==> src/rtl/cache_fill_arbiter_pkg.sv <==
// rtl/cache_fill_arbiter_pkg.sv - shared types and constants for the cache fill arbiter
package cache_fill_arbiter_pkg;

  localparam int          BLOCK_WORDS = 8;
  localparam int          OFF_W       = 3;
  localparam logic [15:0] BLOCK_MASK  = 16'hFFF0;

  typedef enum logic [1:0] {
    IDLE  = 2'd0,
    WRITE = 2'd1,
    ISSUE = 2'd2,
    WAIT  = 2'd3
  } state_t;

  typedef enum logic {
    OWN_I = 1'b0,
    OWN_D = 1'b1
  } owner_t;

endpackage

==> src/rtl/cache_fill_arbiter_word_counter.sv <==
// rtl/cache_fill_arbiter_word_counter.sv - block word counter with terminal-count flag
module word_counter
  import cache_fill_arbiter_pkg::*;
(
  input  logic             clk,
  input  logic             rst_n,
  input  logic             clr,
  input  logic             en,
  output logic [OFF_W-1:0] cnt,
  output logic             term
);

  always_ff @(posedge clk) begin
    if (!rst_n || clr) begin
      cnt <= '0;
    end else if (en) begin
      cnt <= cnt + 1'b1;
    end
  end

  assign term = (cnt == OFF_W'(BLOCK_WORDS - 1));

endmodule

==> src/rtl/cache_fill_arbiter.sv <==
// rtl/cache_fill_arbiter.sv - shares backing memory between I/D miss fills and D write-through
module cache_fill_arbiter
  import cache_fill_arbiter_pkg::*;
#(
  parameter int ADDR_W = 16,
  parameter int DATA_W = 16
) (
  input  logic              clk,
  input  logic              rst_n,
  input  logic              i_miss,
  input  logic [ADDR_W-1:0] i_miss_addr,
  input  logic              d_miss,
  input  logic [ADDR_W-1:0] d_miss_addr,
  input  logic              d_wr,
  input  logic [ADDR_W-1:0] d_wr_addr,
  input  logic [DATA_W-1:0] d_wr_data,
  input  logic [DATA_W-1:0] mem_data,
  input  logic              mem_data_valid,
  output logic              mem_en,
  output logic              mem_wr,
  output logic [ADDR_W-1:0] mem_addr,
  output logic [DATA_W-1:0] mem_wdata,
  output logic [DATA_W-1:0] fill_data,
  output logic [OFF_W-1:0]  fill_word,
  output logic              fill_we_i,
  output logic              fill_we_d,
  output logic              i_done,
  output logic              d_done,
  output logic              d_wr_done,
  output logic              busy
);

  localparam logic [ADDR_W-1:0] BASE_MASK = ~ADDR_W'(~BLOCK_MASK);

  state_t             state, state_nxt;
  owner_t             owner;
  logic [ADDR_W-1:0]  base, wr_addr;
  logic [DATA_W-1:0]  wr_data;
  logic [OFF_W-1:0]   issue_cnt, rcv_cnt;
  logic               issue_term, rcv_term;
  logic               in_idle, receiving, fill, last;

  assign in_idle   = (state == IDLE);
  assign receiving = (state == ISSUE) || (state == WAIT);
  assign fill      = receiving && mem_data_valid;
  assign last      = fill && rcv_term;

  // Both counters sit at zero whenever the arbiter is idle, so every grant starts at word 0.
  word_counter u_issue_cnt (
    .clk   (clk),
    .rst_n (rst_n),
    .clr   (in_idle),
    .en    (state == ISSUE),
    .cnt   (issue_cnt),
    .term  (issue_term)
  );

  word_counter u_rcv_cnt (
    .clk   (clk),
    .rst_n (rst_n),
    .clr   (in_idle),
    .en    (fill),
    .cnt   (rcv_cnt),
    .term  (rcv_term)
  );

  always_ff @(posedge clk) begin
    if (!rst_n) begin
      state   <= IDLE;
      owner   <= OWN_I;
      base    <= '0;
      wr_addr <= '0;
      wr_data <= '0;
    end else begin
      state <= state_nxt;
      if (in_idle) begin
        if (d_miss) begin
          owner <= OWN_D;
          base  <= d_miss_addr & BASE_MASK;
        end else if (d_wr) begin
          wr_addr <= d_wr_addr;
          wr_data <= d_wr_data;
        end else if (i_miss) begin
          owner <= OWN_I;
          base  <= i_miss_addr & BASE_MASK;
        end
      end
    end
  end

  always_comb begin
    state_nxt = state;
    case (state)
      IDLE: begin
        if (d_miss || i_miss) state_nxt = (!d_miss && d_wr) ? WRITE : ISSUE;
        else if (d_wr)        state_nxt = WRITE;
      end
      WRITE: state_nxt = IDLE;
      // The final return can coincide with the last issue when memory latency is short.
      ISSUE: begin
        if (last)            state_nxt = IDLE;
        else if (issue_term) state_nxt = WAIT;
      end
      WAIT: begin
        if (last) state_nxt = IDLE;
      end
      default: state_nxt = IDLE;
    endcase
  end

  assign mem_en    = (state == WRITE) || (state == ISSUE);
  assign mem_wr    = (state == WRITE);
  assign mem_addr  = (state == WRITE) ? wr_addr :
                     (state == ISSUE) ? (base | ADDR_W'({issue_cnt, 1'b0})) : '0;
  assign mem_wdata = (state == WRITE) ? wr_data : '0;
  assign d_wr_done = (state == WRITE);
  assign fill_data = fill ? mem_data : '0;
  assign fill_word = fill ? rcv_cnt : '0;
  assign fill_we_i = fill && (owner == OWN_I);
  assign fill_we_d = fill && (owner == OWN_D);
  assign i_done    = last && (owner == OWN_I);
  assign d_done    = last && (owner == OWN_D);
  assign busy      = !in_idle;

endmodule

==> config.mk <==
export PLATFORM = sky130hd
export DESIGN_NAME = cache_fill_arbiter
export DESIGN_NICKNAME = d
export VERILOG_FILES = /design/src/rtl/cache_fill_arbiter_pkg.sv /design/src/rtl/cache_fill_arbiter_word_counter.sv /design/src/rtl/cache_fill_arbiter.sv
export SDC_FILE = /design/constraint.sdc
export NUM_CORES = 1
export LEC_CHECK = 0
export BUFFER_PORTS_ARGS = -buffer_cell sky130_fd_sc_hd__buf_4
export CORE_MARGIN = 4
export CORE_UTILIZATION = 45
export DETAILED_ROUTE_END_ITERATION = 8
export HOLD_SLACK_MARGIN = 0.12
export PLACE_DENSITY = 0.81
export SLEW_MARGIN = 25
export SYNTH_ARGS = -nofsm -noshare
export SYNTH_HDL_FRONTEND = slang
export SYNTH_SLANG_ARGS = --single-unit
==> constraint.sdc <==
create_clock -name clk -period 2.6 [get_ports clk]
set_clock_uncertainty 0.15 [all_clocks]
set_input_delay 0.26 -clock clk [delete_from_list [all_inputs] [get_ports clk]]
set_output_delay 0.26 -clock clk [all_outputs]
set_load 0.03 [all_outputs]
==> key figures <==
Run status
  – Outcome: finished, final reports clean

STA
  – Worst hold slack: 144.6 ps
  – Slew @ Worst Pin: 789.5 ps
  – Final Hold Viols: 0
  – Slew Limit Fails: 0
  – Slew margin rel.: 47.29%
  – Maximum clock frequency: 432.3 MHz
  – TNS Setup: 0 ps
  – Final period utilization: 88.98%
  – RSZ-0062 raised after global routing: false
  – Fin crit period: 2313 ps
  – Final setup viols: 0

Floorplanning
  – Initial Utilization: 46.97%
  – Die span in x: 84.51 microns
  – Core Footprint: 5608 sq um
  – IO Pins: 145
  – Die ar.: 7141 sq um
  – # rows: 27
  – Die Ht: 84.51 microns

Power
  – Power Density: 700.4 nW/um^2
  – Switching power: 1118 uW
  – Cell-internal power: 1779 uW
  – Sequential share of power: 35.4%
  – Clock Power Share: 19.8%
  – Switching fraction of total power: 38.59%
  – Max VDD drop: 0.4474 mV
  – Comb pwr share: 44.8%
  – Pleak: 0.001871 uW
  – Total power: 2896 uW

GRT
  – Largest net degree at the start of global routing: 48
  – Total GRT Usage: 20.67%
  – Overflow after GRT: 0
  – Antenna violations before repair: 0
  – Number of global-route vias before repair: 2704
  – First-pass GRT wire length: 12140 microns

Worst setup path
  – Crit. End Element: output port
  – Critical Path RT: 2190 ps
  – CP Max Fanout: 24
  – CP Launch Type: flip-flop
  – Worst EP arrival: 1900 ps
  – Setup CP Type: flip-flop to output port

Place
  – Port bufs: 136
  – Placer Congestion: 0.7776
  – Final HPWL DP: 5222 microns
  – Placed cell areas: 3687 sq um

Logic synthesis
  – Synthesized area: 2634 sq um
  – Largest area contributor in the netlist: dfxtp_1
  – Ranking of synthesized cells by area: dfxtp_1 (40%), nand2_1 (14%), and2_1 (9.3%), a21oi_1 (6.8%), mux2i_1 (5.7%)
  – Syn Area/Cell: 7.634 sq um
  – Post-synthesis sequential area ratio: 40.29%
  – Net Count, Synth: 440
  – FF+latch count, synth: 53
  – Yosys warning count: 0
  – Yosys cell types: 28
  – Post-synth top area share: 40.29%
  – Syn Inst Count: 345

Job
  – Max_cap viols: 0

Final layout
  – Layout Utilization: 73.74%
  – Fin nets: 598
  – Fin area: 4135 sq um
  – Area grow syn2layout: 57.01%
  – Ant diodes: 0
  – Fill cells: 413
  – Fraction of layout cells with a size suffix above 1: 30.95%

Clock network
  – Clock Tree Buf Depth: 2
  – Clock Latency Late Sink: 300 ps
  – Total CTS buffers: 5
  – CTS clk-pin slew, worst paths: 90 ps
  – Root Driver: clkbuf_8
  – CTS H-tree depth: 2
  – CTS sink count: 53
  – CTS tree: built

Drt
  – TritonRoute pass-1 iters: 5
  – Routed length per instance: 13.13 microns
  – DRC viols: 0
  – First DRT Iteration DRCs: 97
  – Vias/cell: 4.856
  – Final wirelength: 7561 microns
  – Via count: 2797
  – Antenna violation net count after detailed routing: 0

Min path
  – Worst hold path type: input pin to flip-flop
final cells by class:
class | count | area, sq um | area share (%)
Clock buffer | 7 | 86.33 | 2.088
Timing Repair Buffer | 175 | 1396 | 33.77
Multi-Input combinational cell | 263 | 1453 | 35.13
Clock inverter | 1 | 30.03 | 0.7262
Tap cell | 72 | 90.09 | 2.179
Sequential cell | 53 | 1061 | 25.66
Inverter | 5 | 18.77 | 0.4539
power groups by stage:
stage | Combinational [uW] | Clock, uW | Sequential [uW]
floorplan | 856 | 0 | 1020
global placement | 1240 | 0 | 1040
detailed placement | 1260 | 0 | 1050
CTS | 1300 | 594 | 1030
global route | 1420 | 623 | 1040
finish | 1300 | 573 | 1030
placed cells by master, fill, tap and decap left out, types with 2 or more instances in the layout:
cell type	n
xnor2_1	2
ha_1	9
inv_1	3
nor2_1	17
dfxtp_1	53
clkbuf_8	6
dlygate4sd3_1	33
buf_4	142
nor3b_1	2
a21oi_1	36
o21ai_0	19
mux2i_1	15
and2_1	39
nand2_1	101
a211oi_1	12
inv_2	2
logic make-up (layout without fill, tap and decap cells):
family | after synthesis | in the layout | share of synthesized area (%)
buffers and inverters | 29 | 188 | 4.846
AND/OR/NAND/NOR | 166 | 166 | 28.88
flip-flops | 53 | 53 | 40.29
AO/OA/AOI/OAI | 71 | 71 | 15.34
multiplexers | 15 | 15 | 5.701
adder cells (fa/ha/maj) | 9 | 9 | 4.276
XOR/XNOR | 2 | 2 | 0.6652
critical path: stages (launching register included):
cell and delay [ps]:
dfxtp_1 390, inv_1 100, ha_1 210, buf_4 170
o21a_2 330, and3_1 230, buf_4 160
final timing paths:
kind | from | to | slack (ps) | cells past startpoint
worst min register to register | wr_data[8] | wr_data[8] | 300 | 2
worst min-delay path | i_miss_addr[11] | base[11] | 140 | 3
worst max register to register | u_rcv_cnt.cnt[0] | state[1] | 670 | 6
worst max-delay path | state[0] | d_done | 290 | 6
synth_stat cells:
master    count
ha_1          9
dfxtp_1      53
or4_4         1
or3b_2        1
nor3b_1       2
inv_2         2
buf_2         6
nand2_1     101
nand3b_1      1
mux2i_1      15
o21a_1        2
and3_1        1
a211oi_1     12
nor2b_1       1
buf_4         1
o21ai_0      19
a21oi_1      36
o2111a_1      1
nand2b_1      1
and2_1       39
buf_1         1
clkbuf_1     15
xnor2_1       2
buf_6         1
a211oi_2      1
nor3b_2       1
inv_1         3
nor2_1       17
state kept, by name (all words and copies together) (netlist names):
register,cells
wr_addr,16
wr_data,16
base,12
u_issue_cnt.cnt,3
u_rcv_cnt.cnt,3
state,2
owner,1
through the flow:
step                setup WS, ps  instances
floorplan                  332.2        345
global placement           531.2        535
detailed placement         492.7        535
CTS                        146.4        576
global route               130.1        576
finish                     286.6        576
timing repair:
item / 4_1_cts / 5_1_grt
gates resized for setup: 0 / 1
endpoints found under the hold margin: 33 / 0
buffers inserted: 0 / 0
setup endpoints to repair: 0 / 9
hold buffers: 33 / 0
per-layer routing:
metal / track usage [%] / wire (microns)
met2: 36.01 / 3752
met5: 0 / 0
met1: 24.43 / 3120
met3: 5.692 / 570
met4: 6.906 / 118
Power figures use the tool's default switching activity.
